`config.mk`:
```
export PLATFORM = sky130hd
export DESIGN_NAME = instr_encoder_loader_flat
export DESIGN_NICKNAME = d
export VERILOG_FILES = /design/src/rtl/instr_encoder_loader_pkg.sv /design/src/rtl/instr_encoder_loader_if.sv /design/src/rtl/instr_encoder_loader_encode.sv /design/src/rtl/instr_encoder_loader.sv /design/src/flat_wrapper.sv
export SDC_FILE = /design/constraint.sdc
export NUM_CORES = 1
export LEC_CHECK = 0
export ABC_AREA = 1
export BUFFER_PORTS_ARGS = -buffer_cell sky130_fd_sc_hd__buf_2
export CORE_MARGIN = 3
export CORE_UTILIZATION = 53
export CTS_CLUSTER_DIAMETER = 150
export CTS_CLUSTER_SIZE = 16
export DETAILED_ROUTE_END_ITERATION = 16
export GPL_TIMING_DRIVEN = 0
export HOLD_SLACK_MARGIN = 0.06
export PLACE_DENSITY = 0.81
export REMOVE_ABC_BUFFERS = 1
export SYNTH_ARGS = -nofsm -noshare
export SYNTH_HDL_FRONTEND = slang
export SYNTH_HIERARCHICAL = 1
export SYNTH_SLANG_ARGS = --single-unit
```
`constraint.sdc`:
```
create_clock -name clk -period 4.94 [get_ports clk]
set_input_delay 0.988 -clock clk [delete_from_list [all_inputs] [get_ports clk]]
set_output_delay 0.988 -clock clk [all_outputs]
set_load 0.01 [all_outputs]
```
`src/rtl/instr_encoder_loader_pkg.sv`:
```
`default_nettype none
// ============================================================================
// Module      : instr_encoder_loader_pkg
// Description : Op-select codes, MIPS opcode/funct constants and field
//               packing helpers. The control decoder uses the same constants,
//               which keeps the decode and encode directions consistent.
// Revision    : 1.0 - initial release
// ============================================================================
package instr_encoder_loader_pkg;

  // Symbolic operation select presented on in_op (13-15 are invalid)
  typedef enum logic [3:0] {
    OP_ADD  = 4'd0,
    OP_SUB  = 4'd1,
    OP_AND  = 4'd2,
    OP_OR   = 4'd3,
    OP_XOR  = 4'd4,
    OP_NOR  = 4'd5,
    OP_MULT = 4'd6,
    OP_LW   = 4'd7,
    OP_SW   = 4'd8,
    OP_ADDI = 4'd9,
    OP_BEQ  = 4'd10,
    OP_BNE  = 4'd11,
    OP_J    = 4'd12
  } op_e;

  // Primary opcodes
  localparam logic [5:0] OPC_RTYPE = 6'd0;
  localparam logic [5:0] OPC_J     = 6'd2;
  localparam logic [5:0] OPC_BEQ   = 6'd4;
  localparam logic [5:0] OPC_BNE   = 6'd5;
  localparam logic [5:0] OPC_ADDI  = 6'd8;
  localparam logic [5:0] OPC_LW    = 6'd35;
  localparam logic [5:0] OPC_SW    = 6'd43;

  // R-type function codes
  localparam logic [5:0] FN_MULT = 6'd24;
  localparam logic [5:0] FN_ADD  = 6'd32;
  localparam logic [5:0] FN_SUB  = 6'd34;
  localparam logic [5:0] FN_AND  = 6'd36;
  localparam logic [5:0] FN_OR   = 6'd37;
  localparam logic [5:0] FN_XOR  = 6'd38;
  localparam logic [5:0] FN_NOR  = 6'd39;

  // R-type: {opcode 0, rs, rt, rd, shamt 0, funct}
  function automatic logic [31:0] enc_r(input logic [4:0] rs, input logic [4:0] rt,
                                        input logic [4:0] rd, input logic [5:0] funct);
    return {OPC_RTYPE, rs, rt, rd, 5'd0, funct};
  endfunction

  // I-type: {opcode, rs, rt, imm16}
  function automatic logic [31:0] enc_i(input logic [5:0] opcode, input logic [4:0] rs,
                                        input logic [4:0] rt, input logic [15:0] imm);
    return {opcode, rs, rt, imm};
  endfunction

  // J-type: {opcode, target26}
  function automatic logic [31:0] enc_j(input logic [25:0] target);
    return {OPC_J, target};
  endfunction

endpackage
`default_nettype wire

```
`src/rtl/instr_encoder_loader_if.sv`:
```
`default_nettype none
// ============================================================================
// Module      : instr_encoder_loader_if
// Description : Request handshake (symbolic op in) and instruction-memory
//               write bus (encoded word out) of the encoder/loader.
// Revision    : 1.0 - initial release
// ============================================================================
interface instr_encoder_loader_if #(
  parameter int ADDR_W = 8
);
  logic              in_valid;
  logic              in_ready;
  logic [3:0]        in_op;
  logic [4:0]        in_rs;
  logic [4:0]        in_rt;
  logic [4:0]        in_rd;
  logic [25:0]       in_imm;
  logic              in_last;
  logic              imem_we;
  logic [ADDR_W-1:0] imem_addr;
  logic [31:0]       imem_wdata;

  // Request producer / memory sink side
  modport master (
    output in_valid, in_op, in_rs, in_rt, in_rd, in_imm, in_last,
    input  in_ready, imem_we, imem_addr, imem_wdata
  );

  // Encoder/loader side
  modport slave (
    input  in_valid, in_op, in_rs, in_rt, in_rd, in_imm, in_last,
    output in_ready, imem_we, imem_addr, imem_wdata
  );
endinterface
`default_nettype wire

```
`src/rtl/instr_encoder_loader_encode.sv`:
```
`default_nettype none
// ============================================================================
// Module      : instr_encode
// Description : Purely combinational map from symbolic op + fields to a
//               32-bit MIPS instruction word; valid=0 for unknown ops.
// Revision    : 1.0 - initial release
// ============================================================================
module instr_encode
  import instr_encoder_loader_pkg::*;
(
  input  wire logic [3:0]  op,
  input  wire logic [4:0]  rs,
  input  wire logic [4:0]  rt,
  input  wire logic [4:0]  rd,
  input  wire logic [25:0] imm,
  output logic [31:0]      word,
  output logic             valid
);

  // Select the instruction format and constant for each op
  always_comb begin
    word  = 32'd0;
    valid = 1'b1;
    case (op)
      OP_ADD:  word = enc_r(rs, rt, rd, FN_ADD);
      OP_SUB:  word = enc_r(rs, rt, rd, FN_SUB);
      OP_AND:  word = enc_r(rs, rt, rd, FN_AND);
      OP_OR:   word = enc_r(rs, rt, rd, FN_OR);
      OP_XOR:  word = enc_r(rs, rt, rd, FN_XOR);
      OP_NOR:  word = enc_r(rs, rt, rd, FN_NOR);
      OP_MULT: word = enc_r(rs, rt, rd, FN_MULT);
      OP_LW:   word = enc_i(OPC_LW,   rs, rt, imm[15:0]);
      OP_SW:   word = enc_i(OPC_SW,   rs, rt, imm[15:0]);
      OP_ADDI: word = enc_i(OPC_ADDI, rs, rt, imm[15:0]);
      OP_BEQ:  word = enc_i(OPC_BEQ,  rs, rt, imm[15:0]);
      OP_BNE:  word = enc_i(OPC_BNE,  rs, rt, imm[15:0]);
      OP_J:    word = enc_j(imm);
      default: valid = 1'b0;
    endcase
  end

endmodule
`default_nettype wire

```
`src/rtl/instr_encoder_loader.sv`:
```
`default_nettype none
// ============================================================================
// Module      : instr_encoder_loader
// Description : Accepts symbolic ops over valid/ready, encodes them and writes
//               the words to sequential instruction-memory addresses.
//               IDLE -> LOAD on start; LOAD -> DONE on last or full.
// Revision    : 1.0 - initial release
// ============================================================================
module instr_encoder_loader
  import instr_encoder_loader_pkg::*;
#(
  parameter int ADDR_W    = 8,
  parameter int DEPTH     = 256,
  parameter int BASE_ADDR = 0
) (
  input  wire logic              clk,
  input  wire logic              reset,
  input  wire logic              start,
  instr_encoder_loader_if.slave  bus,
  output logic [ADDR_W:0]        count,
  output logic                   busy,
  output logic                   done,
  output logic                   err
);

  localparam logic [1:0] S_IDLE = 2'd0;
  localparam logic [1:0] S_LOAD = 2'd1;
  localparam logic [1:0] S_DONE = 2'd2;

  localparam logic [ADDR_W:0]   DEPTH_CNT = (ADDR_W + 1)'(DEPTH);
  localparam logic [ADDR_W-1:0] BASE      = ADDR_W'(BASE_ADDR);

  logic [1:0]        state_q, state_d;
  logic [ADDR_W-1:0] ptr_q, ptr_d;      // next address to be written
  logic [ADDR_W-1:0] addr_q, addr_d;    // address presented with the strobe
  logic [31:0]       wdata_q, wdata_d;
  logic              we_q, we_d;
  logic [ADDR_W:0]   count_q, count_d;
  logic              err_q, err_d;

  logic              ready;
  logic              accept;
  logic              session_start;
  logic [31:0]       enc_word;
  logic              enc_valid;

  instr_encode u_encode (
    .op    (bus.in_op),
    .rs    (bus.in_rs),
    .rt    (bus.in_rt),
    .rd    (bus.in_rd),
    .imm   (bus.in_imm),
    .word  (enc_word),
    .valid (enc_valid)
  );

  assign accept        = bus.in_valid && ready;
  assign session_start = start && (state_q != S_LOAD);

  // State register
  always_ff @(posedge clk) begin
    if (reset) state_q <= S_IDLE;
    else       state_q <= state_d;
  end

  // Next-state: finish on an accepted last, or when a write fills the session
  always_comb begin
    state_d = state_q;
    case (state_q)
      S_IDLE, S_DONE: if (start) state_d = S_LOAD;
      S_LOAD: begin
        if (accept && (bus.in_last ||
                       (enc_valid && (count_q + 1'b1 == DEPTH_CNT))))
          state_d = S_DONE;
      end
      default: state_d = S_IDLE;
    endcase
  end

  // FSM outputs; ready depends only on state and count, never on in_valid
  always_comb begin
    busy  = (state_q == S_LOAD);
    done  = (state_q == S_DONE);
    ready = (state_q == S_LOAD) && (count_q < DEPTH_CNT);
  end

  // Datapath next values: a valid accept schedules a one-cycle write strobe
  always_comb begin
    ptr_d   = ptr_q;
    addr_d  = addr_q;
    wdata_d = wdata_q;
    we_d    = 1'b0;
    count_d = count_q;
    err_d   = err_q;
    if (session_start) begin
      ptr_d   = BASE;
      addr_d  = BASE;
      count_d = '0;
      err_d   = 1'b0;
    end else if (accept) begin
      if (enc_valid) begin
        we_d    = 1'b1;
        addr_d  = ptr_q;
        wdata_d = enc_word;
        ptr_d   = ptr_q + 1'b1;   // wraps modulo 2^ADDR_W
        count_d = count_q + 1'b1;
      end else begin
        err_d   = 1'b1;
      end
    end
  end

  // Datapath registers; reset drops any pending write
  always_ff @(posedge clk) begin
    if (reset) begin
      ptr_q   <= BASE;
      addr_q  <= BASE;
      wdata_q <= 32'd0;
      we_q    <= 1'b0;
      count_q <= '0;
      err_q   <= 1'b0;
    end else begin
      ptr_q   <= ptr_d;
      addr_q  <= addr_d;
      wdata_q <= wdata_d;
      we_q    <= we_d;
      count_q <= count_d;
      err_q   <= err_d;
    end
  end

  assign bus.in_ready   = ready;
  assign bus.imem_we    = we_q;
  assign bus.imem_addr  = addr_q;
  assign bus.imem_wdata = wdata_q;
  assign count          = count_q;
  assign err            = err_q;

endmodule
`default_nettype wire

```
`src/flat_wrapper.sv`:
```
// flat-port wrapper written by rule: the top's interface ports become plain ports
module instr_encoder_loader_flat import instr_encoder_loader_pkg::*;
#(
  parameter int ADDR_W    = 8,
  parameter int DEPTH     = 256,
  parameter int BASE_ADDR = 0
)
  (clk, reset, start, count, busy, done, err, bus_in_valid, bus_in_op, bus_in_rs, bus_in_rt, bus_in_rd, bus_in_imm, bus_in_last, bus_in_ready, bus_imem_we, bus_imem_addr, bus_imem_wdata);
  instr_encoder_loader_if #(.ADDR_W(ADDR_W)) bus_i ();
  input  wire logic clk;
  input  wire logic reset;
  input  wire logic start;
  output logic [ADDR_W:0] count;
  output logic busy;
  output logic done;
  output logic err;
  input wire logic [$bits(bus_i.in_valid)-1:0] bus_in_valid;
  input wire logic [$bits(bus_i.in_op)-1:0] bus_in_op;
  input wire logic [$bits(bus_i.in_rs)-1:0] bus_in_rs;
  input wire logic [$bits(bus_i.in_rt)-1:0] bus_in_rt;
  input wire logic [$bits(bus_i.in_rd)-1:0] bus_in_rd;
  input wire logic [$bits(bus_i.in_imm)-1:0] bus_in_imm;
  input wire logic [$bits(bus_i.in_last)-1:0] bus_in_last;
  output wire logic [$bits(bus_i.in_ready)-1:0] bus_in_ready;
  output wire logic [$bits(bus_i.imem_we)-1:0] bus_imem_we;
  output wire logic [$bits(bus_i.imem_addr)-1:0] bus_imem_addr;
  output wire logic [$bits(bus_i.imem_wdata)-1:0] bus_imem_wdata;
  assign bus_i.in_valid = bus_in_valid;
  assign bus_i.in_op = bus_in_op;
  assign bus_i.in_rs = bus_in_rs;
  assign bus_i.in_rt = bus_in_rt;
  assign bus_i.in_rd = bus_in_rd;
  assign bus_i.in_imm = bus_in_imm;
  assign bus_i.in_last = bus_in_last;
  assign bus_in_ready = bus_i.in_ready;
  assign bus_imem_we = bus_i.imem_we;
  assign bus_imem_addr = bus_i.imem_addr;
  assign bus_imem_wdata = bus_i.imem_wdata;
  instr_encoder_loader #(.ADDR_W(ADDR_W), .DEPTH(DEPTH), .BASE_ADDR(BASE_ADDR)) u_core (.clk(clk), .reset(reset), .start(start), .bus(bus_i), .count(count), .busy(busy), .done(done), .err(err));
endmodule
```
==> reports/results.ini <==
[status]
status = complete, no violations

[clock_network]
cts.path.max_buffers = 2
clk_latency_ns = 0.34
path_clk_slew_ns = 0.07
hold_buffers = 0
cts_tree = yes
cts_buffers = 9
clock-sinks = 61
h-tree-depth = 3
root_buffer = clkbuf_8
cts_setup_buffers = 0
ctsResizeCount = 0

[power_and_ir_drop]
p_int_w = 0.000865
leakage_nw = 1.83
switchingPower_w = 0.000288
vdd_drop_max_mv = 0.194
powerDensity_nw_per_um2 = 312
clkPwrFrac_pct = 43.6
switching_share_pct = 25.0
p_seq_share_pct = 44.5
power_frac_comb_pct = 11.9

[cells_and_area]
n_antenna_cell = 0
fin_util_pct = 69.7
fillerInstances = 487
seqCellArea_um2 = 1220
area_growth_pct = 22.4
multi_input_area_um2 = 1500
nNetsFinal = 587
instances_no_fill = 610
drive_gt1_share_pct = 25.4

[routing]
detail-route-antenna-nets = 0
dr.pass1.iters = 4
drc = 0
wl_per_cell_um = 12.3
vias = 3104
drt-total-wl_mm = 7.52
first_iter_violations = 130
routed_via_density = 5.09

[critical_path]
r2r_cells = 7
critical_path.endpoint = u_core/count[0]
worstSetupPathType = input pin to flip-flop
ff2ff_setup_slack_ns = 2.57
required_ns = 5.21
cp-startpoint = bus_in_op[2]
cp_max_fo = 60
crit_path_end_kind = flip-flop
startpoint_type = input pin
timing.rr.start = u_core/state_q[0]
rr_endpoint = u_core/count[0]
arrival_ns = 3.91

[yosys]
yosysWarnings = 6
syn_inst = 443
ys_seq_area_share_pct = 40.5
synth_edf_count = 0
ys_async_sr_fraction_pct = 0
ys_types = 33
syn_area_um2 = 3020
avgSynthCellArea_um2 = 6.81
yosysTopAreaCell = dfxtp_1
yosysTopAreaCellShare_pct = 40.5
ys.flop_type = dfxtp_1
ys_ff_latch = 61
synth.area.top_cells = dfxtp_1 (40%), nand2_1 (20%), a21oi_1 (8.5%)

[timing]
setup_viol = 0
finalHoldViolations = 0
max_freq_mhz = 275
max-slew-margin-rel_pct = 47.4
drv_slew = 0
period_share_pct = 73.6
setup_tns_ns = 0
skew_ns = 0.00668
fin_ws_ns = 1.30
min_period_ns = 3.64
worstMarginPinSlew_ns = 0.787
rsz0062_at_grt = no

[global_route]
grt_use_total_pct = 23.7
grt_first_pass_wirelength_mm = 12.2
grt_max_degree = 61
gr-total-overflow = 0
antenna_found_initial = 0
grt_pass1_vias = 2837

[die]
ios = 104
die_w_um = 81.5
rows = 26
start_util_pct = 56.9
die_h_um = 81.5
coreArea_um2 = 5300
dieArea_um2 = 6640

[placed_design]
gp_congestion = 0.825
place_hpwl_mm = 5.12
pre_cts_ws_ns = 0.989
numPortBuffers = 103
dp_cells = 594

[flow_run]
drv_cap = 0

[worst_hold_path]
hp-class = flip-flop to flip-flop

## registers in the layout, summed over array words and instances, names as in the netlist
name and cells:
u_core/count 9, u_core/ptr_q 8, u_core/state_q 2, u_core/bus.imem_wdata 32
u_core/bus.imem_addr 8, u_core/bus.imem_we 1, u_core/err 1
## placed cells by master, fill, tap and decap left out, types with 2 or more instances in the layout
| master | n |
|---|---|
| buf_2 | 103 |
| clkinv_2 | 2 |
| nor2_4 | 2 |
| bufinv_16 | 2 |
| nand2_4 | 2 |
| inv_1 | 34 |
| a21oi_1 | 51 |
| nand3_1 | 19 |
| dfxtp_1 | 61 |
| nand2_1 | 163 |
| nand3_2 | 3 |
| clkbuf_8 | 11 |
| inv_2 | 6 |
| a31oi_1 | 4 |
| ha_1 | 2 |
| nor3_1 | 4 |
| nand4_1 | 2 |
| o21ai_0 | 21 |
| nor2_1 | 33 |
## cell usage after synthesis, types with 3 or more instances
| cell type | instances |
|---|---|
| nand3_2 | 3 |
| inv_2 | 6 |
| a21oi_1 | 51 |
| nor2_1 | 33 |
| buf_6 | 7 |
| nand2_1 | 163 |
| clkbuf_1 | 8 |
| inv_1 | 34 |
| buf_4 | 3 |
| a31oi_1 | 4 |
| nor3_1 | 4 |
| o21ai_0 | 21 |
| buf_2 | 4 |
| nand3_1 | 19 |
| dfxtp_1 | 61 |
## power groups by stage
stage / clock network [W] / logic [W] / registers [W]
after global routing: 0.000531 / 0.000156 / 0.000514
after detailed placement: 0 / 0.000137 / 0.000524
after global placement: 0 / 0.000134 / 0.000523
after CTS: 0.000509 / 0.000138 / 0.000513
final: 0.000502 / 0.000137 / 0.000513
after floorplan: 0 / 0.0000736 / 0.000529
## worst max-delay path, stage by stage
cell     delay [ns]
buf_2          0.15
nand2_1        0.30
inv_1          0.31
nand2_4        0.33
inv_1          0.18
nor2_8         0.63
inv_2          0.54
or2_0          0.35
a21oi_1        0.13
## per-stage QoR
| stage | instance area [um2] | power [W] | hold slack (ns) |
|---|---|---|---|
| finish | 3690 | 0.00115 | 0.458 |
| global route | 3690 | 0.00120 | 0.484 |
| CTS | 3690 | 0.00116 | 0.462 |
| detailed placement | 3470 | 0.000661 | 0.451 |
| global placement | 3470 | 0.000657 | 0.445 |
| floorplan | 2870 | 0.000602 | 0.449 |
## final cells by class
cell class	instances	share of cell area, %
timing repair buffer	103	14.0
multi-input combinational	320	40.5
clock inverter	4	1.90
clock buffer	12	4.20
inverter	40	4.06
sequential	61	33.1
tap	70	2.37
## worst min path at each step
stage,slack (ns),endpoint,from,depth (start not counted)
floorplan,0.45,u_core/bus.imem_addr[7],u_core/ptr_q[7],2
global placement,0.45,u_core/bus.imem_wdata[27],u_core/bus.imem_wdata[27],2
detailed placement,0.45,u_core/bus.imem_wdata[22],u_core/bus.imem_wdata[22],2
CTS,0.46,u_core/bus.imem_wdata[22],u_core/bus.imem_wdata[22],2
global route,0.48,u_core/bus.imem_wdata[0],u_core/bus.imem_wdata[0],2
finish,0.46,u_core/bus.imem_wdata[19],u_core/bus.imem_wdata[19],2
## routing by layer
layer | GRT usage, % | wire (um)
met1 | 26.2 | 3080
met2 | 41.9 | 3740
met3 | 6.14 | 572
met4 | 11.3 | 124
met5 | 0 | 0
## kinds of logic after synthesis
logic type / after synthesis / synth area share, %
AO/OA/AOI/OAI: 80 / 14.4
XOR/XNOR: 1 / 0.290
adder cells (fa/ha/maj): 2 / 0.829
buffers and inverters: 62 / 9.99
flip-flops: 61 / 40.5
other: 1 / 0.124
AND/OR/NAND/NOR: 236 / 33.9
Note: power is estimated with default switching activity, not from simulation.
